## config.mk

```make
export PLATFORM = sky130hd
export DESIGN_NAME = msg_receive_dp
export DESIGN_NICKNAME = d
export VERILOG_FILES = /design/src/rtl/msg_link_pkg.sv /design/src/rtl/bit_timer.sv /design/src/rtl/msg_receive_dp.sv
export SDC_FILE = /design/constraint.sdc
export NUM_CORES = 1
export LEC_CHECK = 0
export CAP_MARGIN = 5
export CORE_ASPECT_RATIO = 1.75
export CORE_MARGIN = 2
export CORE_UTILIZATION = 30
export CTS_CLUSTER_DIAMETER = 40
export CTS_CLUSTER_SIZE = 14
export DETAILED_ROUTE_END_ITERATION = 8
export GPL_ROUTABILITY_DRIVEN = 1
export GPL_TIMING_DRIVEN = 0
export PLACE_DENSITY_LB_ADDON = 0.05
export SYNTH_ARGS = -nofsm -noshare
export SYNTH_HDL_FRONTEND = slang
export SYNTH_HIERARCHICAL = 1
export SYNTH_SLANG_ARGS = --single-unit
```

## constraint.sdc

```tcl
create_clock -name clk -period 2.93 [get_ports clk]
set_input_delay 0.586 -clock clk [delete_from_list [all_inputs] [get_ports clk]]
set_output_delay 0.586 -clock clk [all_outputs]
set_load 0.02 [all_outputs]
```

## src/rtl/msg_link_pkg.sv

```systemverilog
// Shared definitions for the message link: default framing, receiver FSM encoding,
// and helpers that size the bit-timing counters from the framing parameters.
package msg_link_pkg;

    localparam int CLKS_PER_BIT_DEF = 1024;
    localparam int MSG_W_DEF        = 5;
    localparam int FRAME_BITS_DEF   = 16;

    typedef enum logic [1:0] {
        IDLE = 2'd0,
        RECV = 2'd1,
        TAIL = 2'd2,
        DONE = 2'd3
    } rx_state_e;

    function automatic int cyc_width(input int clks_per_bit);
        return $clog2(clks_per_bit);
    endfunction

    function automatic int slot_width(input int frame_bits);
        return $clog2(frame_bits + 1);
    endfunction

    localparam int CYC_W  = cyc_width(CLKS_PER_BIT_DEF);
    localparam int SLOT_W = slot_width(FRAME_BITS_DEF);

endpackage

```

## src/rtl/bit_timer.sv

```systemverilog
// Bit-slot timer: clock-in-slot counter and slot counter, restartable at any time.
// Strobes flag the three mid-slot sample points; slot_end_o flags the last clock of a slot.
module bit_timer
    import msg_link_pkg::*;
#(
    parameter int CLKS_PER_BIT = CLKS_PER_BIT_DEF,
    parameter int FRAME_BITS   = FRAME_BITS_DEF,
    localparam int CW          = cyc_width(CLKS_PER_BIT),
    localparam int SW          = slot_width(FRAME_BITS)
) (
    input  logic          clk,
    input  logic          rst,
    input  logic          restart_i,
    input  logic          run_i,
    output logic [CW-1:0] cyc_o,
    output logic [SW-1:0] slot_o,
    output logic [2:0]    sample_strobe_o,
    output logic          slot_end_o
);

    localparam logic [CW-1:0] CYC_LAST = CW'(CLKS_PER_BIT - 1);
    localparam logic [CW-1:0] MID_LO   = CW'(CLKS_PER_BIT / 2 - 1);
    localparam logic [CW-1:0] MID      = CW'(CLKS_PER_BIT / 2);
    localparam logic [CW-1:0] MID_HI   = CW'(CLKS_PER_BIT / 2 + 1);

    logic [CW-1:0] cyc_q, cyc_d;
    logic [SW-1:0] slot_q, slot_d;

    always_comb begin
        cyc_d  = cyc_q;
        slot_d = slot_q;
        if (restart_i) begin
            // The restart cycle itself is cyc 0 of slot 0, so the register resumes at 1.
            cyc_d  = CW'(1);
            slot_d = '0;
        end else if (run_i) begin
            if (cyc_q == CYC_LAST) begin
                cyc_d  = '0;
                slot_d = slot_q + SW'(1);
            end else begin
                cyc_d = cyc_q + CW'(1);
            end
        end
    end

    always_ff @(posedge clk) begin
        if (!rst) begin
            cyc_q  <= '0;
            slot_q <= '0;
        end else begin
            cyc_q  <= cyc_d;
            slot_q <= slot_d;
        end
    end

    assign cyc_o           = cyc_q;
    assign slot_o          = slot_q;
    assign sample_strobe_o = {cyc_q == MID_HI, cyc_q == MID, cyc_q == MID_LO};
    assign slot_end_o      = (cyc_q == CYC_LAST);

endmodule

```

## src/rtl/msg_receive_dp.sv

```systemverilog
// Serial message receiver: times bit slots from Start, majority-votes three mid-slot
// samples per message bit, and pulses Valid with the message FRAME_BITS*CLKS_PER_BIT clocks after Start.
module msg_receive_dp
    import msg_link_pkg::*;
#(
    parameter int CLKS_PER_BIT = CLKS_PER_BIT_DEF,
    parameter int MSG_W        = MSG_W_DEF,
    parameter int FRAME_BITS   = FRAME_BITS_DEF
) (
    input  logic             clk,
    input  logic             rst,
    input  logic             Start,
    input  logic             serIn,
    output logic [MSG_W-1:0] msg,
    output logic             Valid,
    output logic             Busy
);

    localparam int CW = cyc_width(CLKS_PER_BIT);
    localparam int SW = slot_width(FRAME_BITS);
    localparam logic [CW-1:0] CYC_LAST  = CW'(CLKS_PER_BIT - 1);
    localparam logic [SW-1:0] SLOT_LAST = SW'(FRAME_BITS - 1);
    localparam logic [SW-1:0] MSG_LAST  = SW'(MSG_W - 1);

    rx_state_e        state_q, state_d;
    logic [CW-1:0]    cyc;
    logic [SW-1:0]    slot;
    logic [2:0]       strobe;
    logic             slot_end;
    logic [1:0]       vote_q, vote_d;
    logic [MSG_W-1:0] sr_q, sr_d, msg_q, msg_d;
    logic [MSG_W:0]   sr_ext;
    logic             in_msg, maj, last_shift;

    bit_timer #(
        .CLKS_PER_BIT (CLKS_PER_BIT),
        .FRAME_BITS   (FRAME_BITS)
    ) u_bit_timer (
        .clk             (clk),
        .rst             (rst),
        .restart_i       (Start),
        .run_i           (Busy),
        .cyc_o           (cyc),
        .slot_o          (slot),
        .sample_strobe_o (strobe),
        .slot_end_o      (slot_end)
    );

    // Third sample is taken live from serIn on the shift cycle.
    assign maj        = (vote_q[0] & vote_q[1]) | (vote_q[0] & serIn) | (vote_q[1] & serIn);
    assign in_msg     = (state_q == RECV) && (slot < SW'(MSG_W)) && !Start;
    assign last_shift = in_msg && strobe[2] && (slot == MSG_LAST);
    assign sr_ext     = {sr_q, maj};

    always_ff @(posedge clk) begin
        if (!rst) begin
            state_q <= IDLE;
        end else begin
            state_q <= state_d;
        end
    end

    always_comb begin
        state_d = state_q;
        if (Start) begin
            state_d = RECV;
        end else begin
            case (state_q)
                IDLE: state_d = IDLE;
                RECV: begin
                    if (FRAME_BITS > MSG_W) begin
                        if (last_shift) state_d = TAIL;
                    end else if (slot == SLOT_LAST && slot_end) begin
                        state_d = DONE;
                    end
                end
                TAIL: if (slot == SLOT_LAST && cyc == CYC_LAST) state_d = DONE;
                DONE: state_d = IDLE;
                default: state_d = IDLE;
            endcase
        end
    end

    always_comb begin
        Valid = (state_q == DONE);
        Busy  = (state_q == RECV) || (state_q == TAIL);
    end

    always_comb begin
        vote_d = vote_q;
        sr_d   = sr_q;
        msg_d  = msg_q;
        if (Start) begin
            vote_d = '0;
            sr_d   = '0;
        end else if (in_msg) begin
            if (strobe[0]) vote_d[0] = serIn;
            if (strobe[1]) vote_d[1] = serIn;
            if (strobe[2]) sr_d      = sr_ext[MSG_W-1:0];
        end
        // Load on entry so msg changes in the same cycle Valid is high.
        if (state_d == DONE) msg_d = sr_q;
    end

    always_ff @(posedge clk) begin
        if (!rst) begin
            vote_q <= '0;
            sr_q   <= '0;
            msg_q  <= '0;
        end else begin
            vote_q <= vote_d;
            sr_q   <= sr_d;
            msg_q  <= msg_d;
        end
    end

    assign msg = msg_q;

endmodule
```

Word level (Yosys, flattened, before mapping)
Index checks and enable logic that the tools add are counted.
Widths: inputs -> output; s select.
{ "op_classes": {"reduce_logical": 15, "eq_ne": 10, "add_sub_neg": 2, "n_mux": 7, "bitwise_logic": 6, "magnitude_cmp": 1} }
{ "op_table": {"columns": ["op", "n"], "rows": [
  ["$eq 10x10->1 const B", 3],
  ["$add 10x1->10 const B", 1],
  ["$eq 10x9->1 const B", 1],
  ["$mux 10", 1],
  ["$reduce_and 2->1", 4],
  ["$eq 2x2->1 const B", 3],
  ["$mux 2", 3],
  ["$pmux 2 s3", 1],
  ["$add 5x1->5 const B", 1],
  ["$eq 5x3->1 const B", 1],
  ["$eq 5x4->1 const B", 1],
  ["$logic_and 1x1->1", 5],
  ["$lt 5x3->1 const B", 1],
  ["$reduce_or 2->1", 2],
  ["$and 1x1->1", 3],
  ["$eq 2x1->1 const B", 1],
  ["$logic_not 2->1", 1],
  ["$mux 1", 2],
  ["$or 1x1->1", 2],
  ["$reduce_bool 2->1", 1],
  ["$logic_not 1->1", 1],
  ["$logic_or 1x1->1", 1],
  ["$not 1->1", 1]
]} }
{ "word_totals": {"reg_bits": 29, "in_bits": 4, "output_inout_bits": 7} }

Depth between registers and ports, before layout
{ "depth": {"depth_word": 9, "mapped_depth": 9, "depth_no_buf": 8} }

By module
The synthesis kept the hierarchy.
{ "modules_own_cells": {"columns": ["mod", "area_per_inst_um2", "cells_per_inst", "n_inst"], "rows": [
  ["bit_timer", 845.8, 98, 1],
  ["msg_receive_dp", 715.7, 79, 1]
]} }

Worst setup path after synthesis
Ideal clock, no wire load.
{ "synth_timing": {"path_type": "flip-flop to flip-flop", "from": "register u_bit_timer.cyc_q[9], in the netlist u_bit_timer/cyc_o[9]", "to": "register msg_q[0], in the netlist msg[0]", "period_less_slack_ps": 2075, "n_path_buf": 1, "stages_incl_launch_ff": 10, "path_slack_ps": 855, "setup_time_ps": 72, "t_arrival_ps": 2003, "cell_sequence": "dfxtp_1 clkbuf_2 inv_1 nor4_1 and3_1 nand4bb_2 nor3_4 o22ai_2 a211oi_4 mux2i_1"} }
{ "synth_between": {"elab_chain_cells": 7} }
{ "synth_rtl": {"columns": ["element", "line_no", "text"], "rows": [
  ["start, declared", "bit_timer.sv:26", "logic [CW-1:0] cyc_q, cyc_d;"],
  ["start signal, assigned", "bit_timer.sv:51", "cyc_q <= cyc_d;"],
  ["$eq 10x10->1", "bit_timer.sv:58", "assign sample_strobe_o = {cyc_q == MID_HI, cyc_q == MID, cyc_q == MID_LO};"],
  ["via strobe[2]", "msg_receive_dp.sv:28", "logic [2:0] strobe;"],
  ["$logic_and 1x1->1 (2 in series)", "msg_receive_dp.sv:52", "assign last_shift = in_msg && strobe[2] && (slot == MSG_LAST);"],
  ["$mux 2", "msg_receive_dp.sv:72", "if (last_shift) state_d = TAIL;"],
  ["$pmux 2 s3", "msg_receive_dp.sv:68", "case (state_q)"],
  ["$mux 2", "msg_receive_dp.sv:65", "if (Start) begin"],
  ["$eq 2x2->1", "msg_receive_dp.sv:102", "if (state_d == DONE) msg_d = sr_q;"],
  ["end signal, assigned", "msg_receive_dp.sv:113", "msg_q <= msg_d;"],
  ["end, declared", "msg_receive_dp.sv:31", "logic [MSG_W-1:0] sr_q, sr_d, msg_q, msg_d;"]
]} }
The timed path passes the listed nets, and every way through them passes these cells.
A chain may end at the register's enable or synchronous reset.

Final worst setup path
{ "layout_timing": {"from": "input port Start", "to": "register msg_q[0], in the netlist msg[0]"} }
{ "layout_between": {"elab_chain_cells": 8} }
{ "layout_rtl": {"columns": ["element", "line_no", "text"], "rows": [
  ["start, declared", "msg_receive_dp.sv:12", "input logic Start,"],
  ["$logic_not 1->1", "msg_receive_dp.sv:51", "assign in_msg = (state_q == RECV) && (slot < SW'(MSG_W)) && !Start;"],
  ["$logic_and 1x1->1", "msg_receive_dp.sv:51", null],
  ["$logic_and 1x1->1 (2 in series)", "msg_receive_dp.sv:52", null],
  ["$mux 2", "msg_receive_dp.sv:72", null],
  ["$pmux 2 s3", "msg_receive_dp.sv:68", null],
  ["$mux 2 (*)", "msg_receive_dp.sv:65", null],
  ["$eq 2x2->1 (*)", "msg_receive_dp.sv:102", null]
]} }
Mark *: on every way between the ends. The rest lies on a longest branch, timed or not.

==> flow_summary.toml <==
[placement]
dp.cells = 241
gp_congestion = 0.792
port_buffers = 10
hpwl_mm = 2.91

[synth]
yosys-top-cells-area = "dfxtp_1 37%, ha_1 6.4%, mux2i_1 6.4%, nand2_1 6.0%, a21oi_1 3.2%"
ys_warn_count = 6
async_reset_ff_frac = 0
synth_cells = 177
synth_seq_cells = 29
syn_nets = 189
yosysTopAreaCellShare = 0.372
synth_area_sq_mm = 0.00156
synth_edf_count = 0
postSynthAreaPerCell_sq_um = 8.82
synth_ff_type = "dfxtp_1"
synth_top_area_cell = "dfxtp_1"
seq_area_frac_synth = 0.372
synth_cell_types = 42

[sta]
period_minus_slack_ns = 2.54
setup_viol = 0
clock_skew_ns = 0.00288
tightestPinTransition_ns = 0.527
finalSetupTns_ns = 0
maxSlewViolCount = 0
finalHoldViolations = 0
fin_crit_sh = 0.866
fmax_mhz = 394
rsz0062_at_grt = "no"
max_slew_margin = 0.645

[final_layout]
final_common_cell = "dfxtp_1"
area_growth_syn_to_layout_pct = 16.3
fin_cells = 249
nets = 206
drive_gt1_frac = 0.113
utilization = 0.365
mostFrequentLayoutCells = "29 x dfxtp_1, 25 x nand2_1"
diodes = 0

[die]
fp-row-count = 34
dieArea_sq_mm = 0.00582
core_area_sq_mm = 0.00498
die_h_um = 99.4
fp.dieW_um = 58.5
io_pins = 11
initial_utilization = 0.314

[setup_path]
r2r_setup_slack_ns = 0.48
rr_endpoint = "msg[0]"
critPathKind = "in2reg"
r2r-start = "u_bit_timer/cyc_o[9]"
end_kind = "register"
startpoint_type = "input pin"
r2r_cells = 9
cp.arrival_ns = 2.74
crit_required_ns = 3.14
crit_fanout = 6

[cts]
h-tree-depth = 2
post_cts_buffers = 0
clk_path_buf_depth = 2
clk_latency_ns = 0.28
clk_pin_slew_ns = 0.06
clockRootBuffer = "clkbuf_8"
cts_made_buffers = 5
post_cts_resized = 0
holdBufCountCts = 0
clock_sinks = 29
cts_tree = "done"

[routing]
vias_per_cell = 5.47
route.vias.total = 1362
drc = 0
wl_mm = 3.77
drt.antenna.violating_nets = 0
wl_per_cell_um = 15.1
firstDrtPassIters = 4
drt-initial-drc-count = 33

[status]
status = "completed"

[worst_hold_path]
hold_end = "msg[2]"
hold_path_class = "reg2reg"
holdPathStages = 2
worst_hold_startpoint = "msg[2]"

[flow_run]
cap_violations = 0

[global_routing]
antenna_found_initial = 0
first_global_vias = 1351
grt_start_max_net_pins = 11
grt_pass1_wl_mm = 6.44
gr-usage-all-layers = 0.145
overflow = 0

[power]
fin_total_pwr_w = 0.000775
power_density_mw_per_mm2 = 427
ir_drop_mv = 0.268
p_leak_nw = 0.613
-- state kept, by name, summed over array words and instances (netlist names) --
name,flops
u_bit_timer/cyc_o,10
msg,5
sr_q,5
u_bit_timer/slot_o,5
state_q,2
vote_q,2
-- synth_stat cells (all sizes together) (2+ instances only) --
library cell  instances
a21oi                10
and3                  3
and4                  2
buf                   3
clkbuf                3
dfxtp                29
ha                    8
inv                   9
mux2i                10
nand2                25
nand2b                4
nand3                10
nand3b                2
nand4                 9
nor2                  9
nor2b                 2
nor3                  3
nor4                  4
o21ai                 4
o31ai                 4
o41ai                 2
or3                   3
or4                   2
xor2                  3
-- worst max path at each step --
stage                                    start       to  slack [ns]  cells after the start
after floorplan           u_bit_timer/cyc_o[9]   msg[0]        0.86                      9
after global placement                   Start  sr_q[0]        0.11                      6
after detailed placement                 Start   msg[0]        0.06                      6
after CTS                                Start   msg[0]        0.36                      6
after global routing                     Start  sr_q[0]        0.20                      6
final                                    Start   msg[0]        0.39                      6
-- power by group --
group	total, W	internal [W]	switching, W
clock	0.000321	0.000163	0.000157
combinational	0.0000518	0.0000193	0.0000325
sequential	0.000403	0.000398	0.00000513
total	0.000775	0.000580	0.000195
-- kinds of logic (layout without fill, tap and decap cells) --
group / Yosys count / after routing / synth area share
flip-flops: 29 / 29 / 0.372
adder cells (fa/ha/maj): 9 / 9 / 0.0705
AO/OA/AOI/OAI: 29 / 29 / 0.135
buffers and inverters: 15 / 33 / 0.0393
multiplexers: 10 / 10 / 0.0641
AND/OR/NAND/NOR: 82 / 82 / 0.302
XOR/XNOR: 3 / 3 / 0.0168
-- routing by layer --
metal,track usage,routed length (um),up-vias
li1,-,-,682
met1,0.144,1470,652
met2,0.273,2100,19
met3,0.0299,87,9
met4,0.0662,111,0
met5,0,0,-
-- metrics by stage --
step	instance area (sq um)	worst slack [ns]	hold WS, ns
global placement	1730	0.107	0.443
finish	1820	0.392	0.456
global route	1820	0.202	0.476
CTS	1820	0.359	0.458
detailed placement	1730	0.0636	0.448
floorplan	1560	0.855	0.437
-- critical path, cell delays in order --
cell and delay [ns]:
clkdlybuf4s50_1 0.55, or4b_4 0.61, nor3_4 0.22, o22ai_2 0.13
a211oi_4 0.39, mux2i_1 0.25
-- final cells by class --
| class | count | area (sq um) |
|---|---|---|
| plain buffers | 6 | 27.5 |
| clock buffers | 5 | 68.8 |
| clock inverters | 3 | 17.5 |
| fillers | 533 | 3160 |
| inverters | 9 | 33.8 |
| multi-input cells | 133 | 920 |
| flip-flops and latches | 29 | 581 |
| well taps | 54 | 67.6 |
| repair buffers | 10 | 100 |
Power figures use the tool's default switching activity.
